$ cat src/rtl/pulse_stretch.sv
// Purpose : stretches a trigger event on `trig` into a HOLD_LEN-cycle high level on `out`,
//           then enforces a GAP_LEN-cycle lockout before the next trigger can be accepted.
// Latency : 1 cycle from the trigger event to out/busy high; done pulses on the cycle the hold ends.
// Backpressure: none; trigger events that arrive outside IDLE are dropped,
//           except during HOLD with RETRIG=1, where they restart the hold.
//
// Ports:
//   clk  - single clock, rising edge
//   rst  - synchronous reset, active low
//   trig - trigger pulse/level (rising edge when EDGE=1, high level when EDGE=0)
//   out  - registered stretched level
//   busy - registered, high whenever the block is not idle
//   done - registered single-cycle pulse on the cycle after the last hold cycle

module pulse_stretch #(
  parameter int CW       = 16,
  parameter int HOLD_LEN = 50000,
  parameter int GAP_LEN  = 1000,
  parameter bit RETRIG   = 1'b0,
  parameter bit EDGE     = 1'b1
) (
  input  logic clk,
  input  logic rst,
  input  logic trig,
  output logic out,
  output logic busy,
  output logic done
);

  typedef enum logic [1:0] {
    ST_IDLE = 2'd0,
    ST_HOLD = 2'd1,
    ST_GAP  = 2'd2
  } state_e;

  // The counter holds "cycles remaining after this one", so a phase of
  // length L is loaded with L-1 and ends on the cycle where cnt is zero.
  localparam logic [CW-1:0] HOLD_RELOAD = CW'(HOLD_LEN - 1);
  localparam logic [CW-1:0] GAP_RELOAD  = CW'((GAP_LEN > 0) ? (GAP_LEN - 1) : 0);
  localparam bit            HAS_GAP     = (GAP_LEN > 0);

  state_e          state_q, state_d;
  logic [CW-1:0]   cnt_q,   cnt_d;
  logic            out_q,   out_d;
  logic            busy_q,  busy_d;
  logic            done_q,  done_d;
  logic            trig_d_q, trig_d_d;
  logic            trig_evt;
  logic            cnt_zero;

  // Trigger event: rising edge against the previous-cycle copy, or the raw level.
  // trig_d is cleared in reset, so a trig already high at release counts as an edge.
  always_comb begin
    trig_evt = trig;
    if (EDGE) begin
      trig_evt = trig & ~trig_d_q;
    end
  end

  assign cnt_zero = (cnt_q == '0);

  always_comb begin
    state_d  = state_q;
    cnt_d    = cnt_q;
    done_d   = 1'b0;
    trig_d_d = trig;

    case (state_q)
      ST_IDLE: begin
        if (trig_evt) begin
          state_d = ST_HOLD;
          cnt_d   = HOLD_RELOAD;
        end
      end

      ST_HOLD: begin
        // A retrigger wins even on the last hold cycle, so out never drops
        // and no done is produced for the interrupted hold.
        if (RETRIG && trig_evt) begin
          cnt_d = HOLD_RELOAD;
        end else if (!cnt_zero) begin
          cnt_d = cnt_q - 1'b1;
        end else begin
          done_d = 1'b1;
          if (HAS_GAP) begin
            state_d = ST_GAP;
            cnt_d   = GAP_RELOAD;
          end else begin
            state_d = ST_IDLE;
            cnt_d   = '0;
          end
        end
      end

      ST_GAP: begin
        // Triggers are deliberately ignored here, including on the final
        // gap cycle; only IDLE accepts a new trigger.
        if (!cnt_zero) begin
          cnt_d = cnt_q - 1'b1;
        end else begin
          state_d = ST_IDLE;
        end
      end

      default: begin
        state_d = ST_IDLE;
        cnt_d   = '0;
      end
    endcase

    // Outputs are registered copies of the next-state decode.
    out_d  = (state_d == ST_HOLD);
    busy_d = (state_d != ST_IDLE);
  end

  always_ff @(posedge clk) begin
    if (!rst) begin
      state_q  <= ST_IDLE;
      cnt_q    <= '0;
      out_q    <= 1'b0;
      busy_q   <= 1'b0;
      done_q   <= 1'b0;
      trig_d_q <= 1'b0;
    end else begin
      state_q  <= state_d;
      cnt_q    <= cnt_d;
      out_q    <= out_d;
      busy_q   <= busy_d;
      done_q   <= done_d;
      trig_d_q <= trig_d_d;
    end
  end

  assign out  = out_q;
  assign busy = busy_q;
  assign done = done_q;

endmodule

$ cat config.mk
export PLATFORM = sky130hd
export DESIGN_NAME = pulse_stretch
export DESIGN_NICKNAME = d
export VERILOG_FILES = /design/src/rtl/pulse_stretch.sv
export SDC_FILE = /design/constraint.sdc
export NUM_CORES = 1
export LEC_CHECK = 0
export CELL_PAD_IN_SITES_DETAIL_PLACEMENT = 1
export CELL_PAD_IN_SITES_GLOBAL_PLACEMENT = 1
export CORE_MARGIN = 2
export CORE_UTILIZATION = 43
export DETAILED_ROUTE_END_ITERATION = 12
export HOLD_SLACK_MARGIN = 0.05
export PLACE_DENSITY_LB_ADDON = 0.15
export SLEW_MARGIN = 10
export SYNTH_ARGS = -nofsm -noshare
export SYNTH_HDL_FRONTEND = slang
export SYNTH_SLANG_ARGS = --single-unit
$ cat constraint.sdc
create_clock -name clk -period 2.4 [get_ports clk]
set_clock_uncertainty 0.15 [all_clocks]
set_input_delay 0.6 -clock clk [delete_from_list [all_inputs] [get_ports clk]]
set_output_delay 0.6 -clock clk [all_outputs]
set_load 0.02 [all_outputs]
After elaboration in Yosys (flattened, before gate mapping)
Index checks and enable logic that the tools add are counted.
Widths: inputs -> output; s select.

storage, ports and cells
  bits of input ports = 3
  register bits = 22
  output and inout bits = 3
  word-level logic and storage cells = 28

cells by class
  equality and inequality tests = 5
  reduce and logical (&&, ||, !) cells = 5
  multiplexer cells = 9
  add/subtract/negate cells = 1
  bitwise gates (word level) = 2

operator list
  cell                   number
  $mux 16                3
  $pmux 16 s3            1
  $logic_not 16->1       1
  $sub 16x1->16 const B  1
  $mux 2                 3
  $pmux 2 s3             1
  $eq 2x1->1 const B     2
  $ne 2x2->1 const B     2
  $reduce_and 2->1       2
  $eq 2x2->1 const B     1
  $logic_not 2->1        1
  $reduce_bool 2->1      1
  $and 1x1->1            1
  $mux 1                 1
  $not 1->1              1

Depth between registers and ports, before layout
Gate-level depths: netlist of the first run.

  depth in word-level cells = 5
  mapped depth = 8
  depth with buffers taken out = 7

Worst setup path before layout of the first run
No wires, ideal clock.

  path type = reg-to-reg
  from = reg cnt_q[0]
  to = reg cnt_q[13]
  library setup time = 0.063 ns
  clock period less this slack = 1.962 ns
  buffers on the path = 1
  arrival time = 1.749 ns
  setup slack = 0.438 ns
  required time = 2.187 ns
  stages on the path, launching flop included = 9
  cell sequence = dfxtp_1 > inv_1 > ha_1 > nor4b_4 > and4_1 > clkbuf_1 > nor3_1 > o311ai_0 > nand3_1

between the ends
  word-level cells in the longest chain between the ends = 3
  elaborated cells between the ends (all ways) = 7
  those cells by class = add/sub: 1; eq/ne: 1; mux: 3; reduce/logical: 2

RTL lines
  item                                               line        text
  from (decl)                                        43          logic [CW-1:0] cnt_q, cnt_d;
  from (signal assigned)                             126         cnt_q <= cnt_d;
  $sub 16x1->16 or $logic_not 16->1 (tied branches)  82, 99, 60
  $mux 16, or another cell as far along              98          if (!cnt_zero) begin
  $pmux 16 s3 or $reduce_and 2->1 (tied branches)    --

Several ways; a longest one is shown, not always the timed one. The select of a mux whose other input is x is not followed.
A chain may end at the register's enable or synchronous reset.

Worst setup path in the final report of the first run
  from = reg cnt_q[0]
  to = reg cnt_q[14]

Same word-level chain as after synthesis.

==> results.yml, run 1 <==
finish:
  final_common_cell: "dfxtp_1"
  fin_util_pct: 51.6
  area_growth_pct: 13.9
  fin_cells: 204
  fin_nets: 178
  finalInstanceArea_mm2: 0.00142
  final_cell_mix: "dfxtp_1, nand2_1, nor2_1"
  diodes: 0
  seqCellArea_um2: 440
  fillers: 355
  multi_input_area_um2: 756
  drive_gt1_share_pct: 12.7
detailed_routing:
  drtIter0Drc: 61
  wire_per_inst_um: 17.5
  wirelength_mm: 3.58
  vias: 1294
  viasPerCell: 6.34
  drc_errors: 0
  drtAntennaViolNets: 0
  first_pass_iters: 4
worst_setup_path:
  cp_max_fo: 5
  end_kind: "register"
  worst-setup-path-type: "reg -> reg"
  crit_family: "simple AND/OR/NAND/NOR gates"
  worstSetupStartpointType: "register"
  cp_slowest_cell: "a211oi_4"
  path_cells: "inv_1 -> ha_1 -> nor4b_4 -> nand4_2 -> a211oi_4 -> buf_4 -> nand2_1 -> a31oi_1"
  max_stage_delay_ps: 390
  worstPathArrival_ps: 2360
  path_buf_inv: 2
  cp_data_required_time_ps: 2500
placement:
  placed_cells_incl_taps: 198
  port_buffers: 5
  place_area_mm2: 0.00137
  hpwl_mm: 2.69
  place.gp.congestion: 0.910
  place_ws_ps: 71.9
sta:
  period_needed_ps: 2260
  finalSetupViolCount: 0
  final-hold-violation-count: 0
  worst_slack_ps: 141
  final.period_utilization_pct: 94.1
  timing.fmax_ghz: 0.443
  hold-worst-slack_ps: 366
  grt_setup_unrepaired: "no"
  tightest_slew_ps: 527
  slew_headroom_pct: 64.6
  fin_setup_tns_ps: 0
  drv_slew: 0
synthesis:
  yosysWarnings: 0
  yosysTopAreaCellShare_pct: 35.3
  syn_avg_cell_area_um2: 7.71
  synth_seq_cells: 22
  async_flop_share_pct: 0
  netlist_area_mm2: 0.00125
  yosysTopAreaCell: "dfxtp_1"
  yosys-top-cells-area: "dfxtp_1, nand2_1, nor2_1, nand3_1, nor3_1"
  syn-num-nets: 166
  syn-instance-count: 162
  synth_edf_count: 0
  synth-main-ff-cell: "dfxtp_1"
  ys_seq_area_share_pct: 35.3
  yosys.cell_types.count: 45
floorplanning:
  core_area_mm2: 0.00276
  num_rows: 19
  io_pins: 6
  die_h_um: 57.9
  dieArea_mm2: 0.00335
  initial_utilization_pct: 45.3
  die_w_um: 57.9
global_route:
  grt_pass1_wl_mm: 6.09
  overflow: 0
  antenna_found_initial: 0
  grt_usage_pct: 23.7
  grt_pass1_vias: 1294
  grt_max_degree: 13
cts:
  cts_buffer_depth: 2
  clock-sinks: 22
  tritoncts: "yes"
  cts_inserted_buffers: 3
  cts-root-buf: "clkbuf_4"
  clk_latency_ps: 320
  clkTransAtPathRegs_ps: 120
  cts_max_level: 1
pwr:
  p_total_mw: 1.08
  power.leakage_nw: 0.543
  power.density_mw_per_mm2: 759
  ir_worst_vdd_mv: 0.478
outcome:
  status: "finished, final reports clean"
run:
  max_cap_violations: 0
worst_hold_path:
  hold_path.class: "reg -> reg"
-- synth_stat cells (2+ instances only) --
library cell and instances:
o21ai_0 10, nor2_1 16, o211ai_1 2, nand2b_1 3, inv_1 7, nand2_1 17
o21ai_1 3, dfxtp_1 22, or3_1 2, nand4_1 2, a21oi_1 7, clkbuf_1 7
a31oi_1 6, o31ai_1 4, nor2b_1 3, nor3_1 11, nand3_1 11, a311oi_1 2
-- per-layer routing --
metal	up-vias	track usage [%]	part of all wire, %
li1	624	-	-
met1	636	32.5	47
met5	-	0	0
met2	25	36.9	47
met4	0	12.3	2.2
met3	9	2.46	3.0
-- power by group --
group,internal [mW],switching [mW],total [mW]
clock,0.0928,0.119,0.212
combinational,0.154,0.228,0.382
sequential,0.415,0.0712,0.486
total,0.661,0.418,1.08
-- final timing paths --
kind	startpoint	end	slack, ps	cells after the start
worst max-delay path	cnt_q[0]$_SDFFE_PN0P_	cnt_q[14]$_SDFFE_PN0P_	140	8
worst min-delay path	cnt_q[15]$_SDFFE_PN0P_	cnt_q[15]$_SDFFE_PN0P_	370	2
worst max register to register	cnt_q[0]$_SDFFE_PN0P_	cnt_q[14]$_SDFFE_PN0P_	140	8
worst min register to register	cnt_q[15]$_SDFFE_PN0P_	cnt_q[15]$_SDFFE_PN0P_	370	2
-- kinds of logic (layout without fill, tap and decap cells) --
kind of cell | Yosys count | after routing | share of synthesized area, %
compound gates | 47 | 47 | 25.6
xor+xnor | 1 | 1 | 0.702
fa+ha+maj | 1 | 1 | 1.00
buf+inv | 15 | 26 | 4.61
flops | 22 | 22 | 35.3
simple gates | 76 | 76 | 32.9
-- what timing repair did --
item / in CTS / in global routing
endpoints found under the setup margin: 0 / 5
hold buffers: 0 / 0
gates resized for setup: 0 / 1
buffers inserted: 0 / 2
-- registers in the layout, summed over array words and instances (netlist names) --
register and cells:
done 1, busy 1, cnt_q 16, trig_d_q 1, state_q 2, out 1
-- tightest hold or removal path: cells and delay by family, from the launching register on --
| kind | cells | cell delay [ps] |
|---|---|---|
| DFF | 1 | 370 |
| and+or+nand+nor | 2 | 120 |
-- area by class of cell --
| class | count | share of cell area, % |
|---|---|---|
| Timing Repair Buffer | 15 | 8.80 |
| Inverter | 7 | 1.85 |
| Multi-Input combinational cell | 125 | 53.1 |
| Sequential cell | 22 | 31.0 |
| Tap cell | 31 | 2.73 |
| Clock buffer | 4 | 2.55 |
Power figures use the tool's default switching activity.
==> inputs of run 2 (changes only) <==
--- a/config.mk
+++ b/config.mk
@@ -5,10 +5,11 @@
 export SDC_FILE = /design/constraint.sdc
 export NUM_CORES = 1
 export LEC_CHECK = 0
+export ABC_AREA = 1
 export CELL_PAD_IN_SITES_DETAIL_PLACEMENT = 1
 export CELL_PAD_IN_SITES_GLOBAL_PLACEMENT = 1
 export CORE_MARGIN = 2
-export CORE_UTILIZATION = 43
+export CORE_UTILIZATION = 42
 export DETAILED_ROUTE_END_ITERATION = 12
 export HOLD_SLACK_MARGIN = 0.05
 export PLACE_DENSITY_LB_ADDON = 0.15
==> run 2 against run 1 <==
  * Combinational power decreased by 19%
  * Routed wire length decreased by 7.6%
  * Sequential power decreased by 12%
  * Highest routed layer unchanged
==> results.yml, run 2 <==
global_route:
  grt_pass1_vias: 1273
  grt_usage_pct: 21.5
  overflow: 0
  antenna_found_initial: 0
  grt_pass1_wl_mm: 5.79
  grt_max_degree: 18
sta:
  period_needed_ps: 1980
  drv_slew: 0
  slew_headroom_pct: 73.0
  finalSetupViolCount: 0
  timing.fmax_ghz: 0.506
  tightest_slew_ps: 401
  final-hold-violation-count: 0
  fin_setup_tns_ps: 0
  grt_setup_unrepaired: "no"
  final.period_utilization_pct: 82.4
cts:
  cts_buffer_depth: 2
  clock-sinks: 22
  cts.repair.resized: 0
  cts_inserted_buffers: 3
  cts_max_level: 1
  post-cts-setup-buffers: 0
  clk_latency_ps: 310
  cts-root-buf: "clkbuf_4"
  tritoncts: "yes"
  clkTransAtPathRegs_ps: 120
  ctsHoldBuffers: 0
worst_setup_path:
  cp_data_required_time_ps: 1650
  max_stage_delay_ps: 590
  path_buf_inv: 1
  cp_slowest_cell: "clkdlybuf4s50_1"
  worstPathArrival_ps: 1230
  crit_family: "buffers and inverters"
  r2r_slack_ps: 590
  rr_endpoint: "cnt_q[7]$_SDFFE_PN0P_"
  end_kind: "primary output"
  r2r_cells: 9
  r2r-start: "cnt_q[0]$_SDFFE_PN0P_"
  worst-setup-path-type: "reg -> out"
  worstSetupStartpointType: "register"
  cp_max_fo: 1
  path_cells: "clkdlybuf4s50_1"
pwr:
  power.density_mw_per_mm2: 652
  power.leakage_nw: 0.648
  ir_worst_vdd_mv: 0.309
worst_hold_path:
  holdCritStartpoint: "cnt_q[14]$_SDFFE_PN0P_"
  hold_path.class: "reg -> reg"
  min_to: "cnt_q[14]$_SDFFE_PN0P_"
  whs_path_depth: 2
run:
  max_cap_violations: 0
detailed_routing:
  dr_wl_met3_um: 34
  drc_errors: 0
  wire_per_inst_um: 13.8
  wirelength_mm: 3.31
  drtAntennaViolNets: 0
  wl_met1_mm: 1.50
  wl_met2_mm: 1.73
  viasPerCell: 5.36
  routed.top_layer: "met4"
  first_pass_iters: 4
  drtIter0Drc: 50
  vias: 1287
finish:
  final_cell_mix: "nand2_1, nor2_1, dfxtp_1"
  drive_gt1_share_pct: 8.70
  fin_util_pct: 47.0
  finalInstanceArea_mm2: 0.00140
  seqCellArea_um2: 440
  reg.largest.list: "cnt_q x16, state_q x2"
  diodes: 0
  fillers: 424
  area_growth_pct: 8.54
  regMostFlops: "cnt_q"
  multi_input_area_um2: 748
  fin_cells: 240
  largest_register_ff_count: 16
  final_common_cell: "nand2_1"
  fin_nets: 213
floorplanning:
  die_h_um: 59.4
  initial_utilization_pct: 43.3
  num_rows: 20
  io_pins: 6
  die_w_um: 59.4
  dieArea_mm2: 0.00353
  core_area_mm2: 0.00298
synthesis:
  ys_seq_area_share_pct: 34.1
  netlist_area_mm2: 0.00129
  yosys-top-cells-area: "dfxtp_1, nand2_1, nor2_1, inv_1, a21oi_1"
  synth_adder_area_share_pct: 0.970
  async_flop_share_pct: 0
  synthSimpleGateAreaFrac_pct: 40.2
  synthXorXnorAreaFrac_pct: 4.75
  muxShareOfSynthArea_pct: 0
  synth-main-ff-cell: "dfxtp_1"
  synth_compound_gate_area_share_pct: 12.1
  syn_avg_cell_area_um2: 6.48
  yosys.cell_types.count: 25
  syn-instance-count: 199
  synth_top_family_by_area: "simple AND/OR/NAND/NOR gates"
  synth_edf_count: 0
  yosysWarnings: 0
  yosysTopAreaCellShare_pct: 34.1
  yosysTopAreaCell: "dfxtp_1"
  yosysMostFrequentCell: "nand2_1"
  ys_top_cells_by_count: "nand2_1, nor2_1, dfxtp_1"
  syn-num-nets: 203
  synth_seq_cells: 22
placement:
  place_area_mm2: 0.00138
  placed_cells_incl_taps: 237
  port_buffers: 5
  hpwl_mm: 2.71
  place.gp.congestion: 0.863
outcome:
  status: "finished, final reports clean"
## run 2: power by group
group          internal, mW  switching, mW
Sequential            0.398         0.0324
Clock                0.0587          0.113
Combinational         0.107          0.203
Total                 0.564          0.349
## run 2: layout make-up
| type | instances | area share [%] |
|---|---|---|
| clock buffer | 3 | 1.61 |
| sequential | 22 | 31.5 |
| tap | 33 | 2.95 |
| multi-input combinational | 153 | 53.4 |
| timing repair buffer | 7 | 4.65 |
| inverter | 22 | 5.90 |
## run 2: logic make-up (layout without fill, tap and decap cells)
family,count (synthesis),after routing
AND/OR/NAND/NOR,117,117
AO/OA/AOI/OAI,28,28
buffers and inverters,24,32
flip-flops,22,22
XOR/XNOR,7,7
adder cells (fa/ha/maj),1,1
## run 2: metal layers
metal	track usage [%]	vias up
met4	6.82	0
li1	-	648
met3	1.97	5
met2	38.3	8
met1	27.1	626
met5	0	-
## run 2: worst reg2reg max path: stages, from the launching register on
cell and delay, ps:
dfxtp_1 360, inv_1 80, ha_1 240, nand2_2 150
nor2_4 70, nand2_1 120, nand2_1 80, o21ai_0 180
o21ai_0 190, a21oi_1 140
## run 2: worst max-delay path by stage
stage	startpoint	endpoint	cells past startpoint
after floorplan	trig	cnt_q[6]$_SDFFE_PN0P_	8
after global placement	trig	cnt_q[6]$_SDFFE_PN0P_	9
after detailed placement	trig	cnt_q[6]$_SDFFE_PN0P_	9
after CTS	busy$_SDFF_PN0_	busy	1
after global routing	trig	cnt_q[8]$_SDFFE_PN0P_	9
final	out$_SDFF_PN0_	out	1
## run 2: stage by stage
step | power, mW | setup slack (ps) | hold WS, ps
after floorplan | 0.673 | 860 | 316
after global placement | 0.736 | 242 | 346
after detailed placement | 0.751 | 114 | 355
after CTS | 0.928 | 403 | 374
after global routing | 0.987 | 281 | 392
final | 0.912 | 422 | 374
==> variant, RTL diff (config.mk and constraints of run 1) <==
Change the parameter `EDGE` from 1'b1 to 1'b0.
--- a/src/rtl/pulse_stretch.sv
+++ b/src/rtl/pulse_stretch.sv
@@ -19,3 +19,3 @@
   parameter bit RETRIG   = 1'b0,
-  parameter bit EDGE     = 1'b1
+  parameter bit EDGE     = 1'b0
 ) (
Check against the original RTL: no difference found for any inputs over 10 cycles, from zero or initial values and one cycle with rst low; that may be too few to reach the edited logic, so the function may still have changed.
==> variant against run 1 <==
- synthesized area up 4.1%
- sequential cell count decreased by 1
- non-clock buffer count is 2 higher
- setup slack gained 0.20 ns
- wire length shrank 0.28%
- cell area up 2.9%
- power is 18% lower
- highest routed layer unchanged
==> variant: results (changes against run 1) <==
- Fillers: 356 (+0.28%)
- Max Buffers Root-to-Sink: 2 (unchanged)
- Least-Margin Pin Slew: 0.507 ns (-0.0196 ns)
- HP Class: reg -> reg
- Routing usage on met3: 2.62% (+0.16 points)
- Largest registers: cnt_q x16, state_q x2
- WL/cell: 17.5 um (-0.28%)
- Worst-path clk slew: 0.13 ns
- Synth area leaders: dfxtp_1, o21ai_1, nand2_1, nor2_1, a21oi_1
- VDD IR-drop max: 266 uV (-44%)
- Critical path peak fanout: 10 (+5)
- Crit-path slowest cell: dfxtp_1
- Routed vias: 1262 (-2.5%)
- Max-slew violations: 0 (unchanged)
- Synth unique cells: 55 (+22%)
- Largest delay share family, worst path: compound AO/OA/AOI/OAI gates
- Initial antenna violation count: 0 (unchanged)
- # port buffers: 5 (unchanged)
- Lkg Pwr: 0.552 nW (+1.8%)
- Clk_lat worst skew: around 0.31 ns
- Fin nets: 178 (unchanged)
- Async S/R FF share, synth: 0% (unchanged)
- Initial DRC count: 68 (+11%)
- Global placer's final weighted congestion: 0.856 (-5.9%)
- Synthesized Nets: 163 (-1.8%)
- CTS H-Tree Depth: 1 (unchanged)
- Num CTS Buffers: 3 (unchanged)
- CP peak stage delay: 0.36 ns (-0.03 ns)
- Status: complete, no violations
- CTS root buf: clkbuf_4
- Sequential share of the synthesized area: 32.3% (-2.9 points)
- Largest net degree at the start of global routing: 22 (+9)
- Worst endpoint data arrival time: 2.17 ns (-0.19 ns)
- First-pass GRT wire length: 6090 um (+0.12%)
- Hpwl dp: 2730 um (+1.6%)
- Global Route Usage Sum: 23.0% (-0.65 points)
- ANT cells: 0 (unchanged)
- Postcts setup bufs: 0 (unchanged)
- Most common library cells after synthesis: dfxtp_1, nand2_1, nor2_1, o21ai_1, a21oi_1
- Met1 Track Usage GR: 29.7% (-2.9 points)
- Fraction of layout cells with a size suffix above 1: 16.2% (+3.5 points)
- Synth warnings: 0 (unchanged)
- Met2 Usage GRT: 41.0% (+4.1 points)
- Post-cts sizing count: 0 (unchanged)
- Pre-antenna DRT Iters: 4 (unchanged)
variant: worst paths after layout:
check	slack (ns)	start	cells after the start	end
setup reg to reg	0.34	cnt_q[0]$_SDFFE_PN0P_	7	cnt_q[11]$_SDFFE_PN0P_
hold / removal	0.34	cnt_q[9]$_SDFFE_PN0P_	2	cnt_q[9]$_SDFFE_PN0P_
hold reg to reg	0.34	cnt_q[9]$_SDFFE_PN0P_	2	cnt_q[9]$_SDFFE_PN0P_
setup / recovery	0.34	cnt_q[0]$_SDFFE_PN0P_	7	cnt_q[11]$_SDFFE_PN0P_
variant: cell type report:
cell class | instances | area (um^2) | area share, %
sequential | 21 | 420 | 28.7
multi-input combinational | 124 | 812 | 55.5
inverter | 7 | 26.3 | 1.79
timing repair buffer | 17 | 140 | 9.57
tap | 31 | 38.8 | 2.65
clock buffer | 4 | 26.3 | 1.79
variant: where the power goes:
group / switching, mW / internal [mW]
combinational: 0.163 / 0.117
clock: 0.115 / 0.0649
sequential: 0.0432 / 0.381
variant: tightest hold or removal path, stage by stage (launching register included):
cell and delay [ns]:
dfxtp_1 0.35, inv_1 0.06, o21ai_1 0.06
variant: metrics by stage:
stage / power [mW] / setup WS (ns) / util, % / instance area, um^2 / instances
floorplan: 0.619 / 0.529 / - / 1300 / 159
global placement: 0.700 / 0.200 / 51.2 / 1440 / 200
detailed placement: 0.711 / 0.144 / 51.2 / 1440 / 200
CTS: 0.891 / 0.326 / 52.2 / 1460 / 204
global route: 0.942 / 0.157 / 52.2 / 1460 / 204
finish: 0.884 / 0.337 / 52.2 / 1460 / 204
variant: logic make-up (layout without fill, tap and decap cells):
family                   count (synthesis)  after routing  share of synthesized area, %
multiplexers                             1              1                         0.770
flip-flops                              21             21                          32.3
AND/OR/NAND/NOR                         64             64                          29.0
adder cells (fa/ha/maj)                  1              1                         0.962
XOR/XNOR                                 2              2                          1.35
buffers and inverters                   14             28                          5.20
AO/OA/AOI/OAI                           56             56                          30.4
variant: layer usage:
metal | vias to the layer above | part of all wire, % | wire length, um
li1 | 609 | - | -
met1 | 621 | 47 | 1670
met2 | 28 | 48 | 1730
met3 | 4 | 3.5 | 126
met4 | 0 | 1.1 | 39
met5 | - | 0 | 0
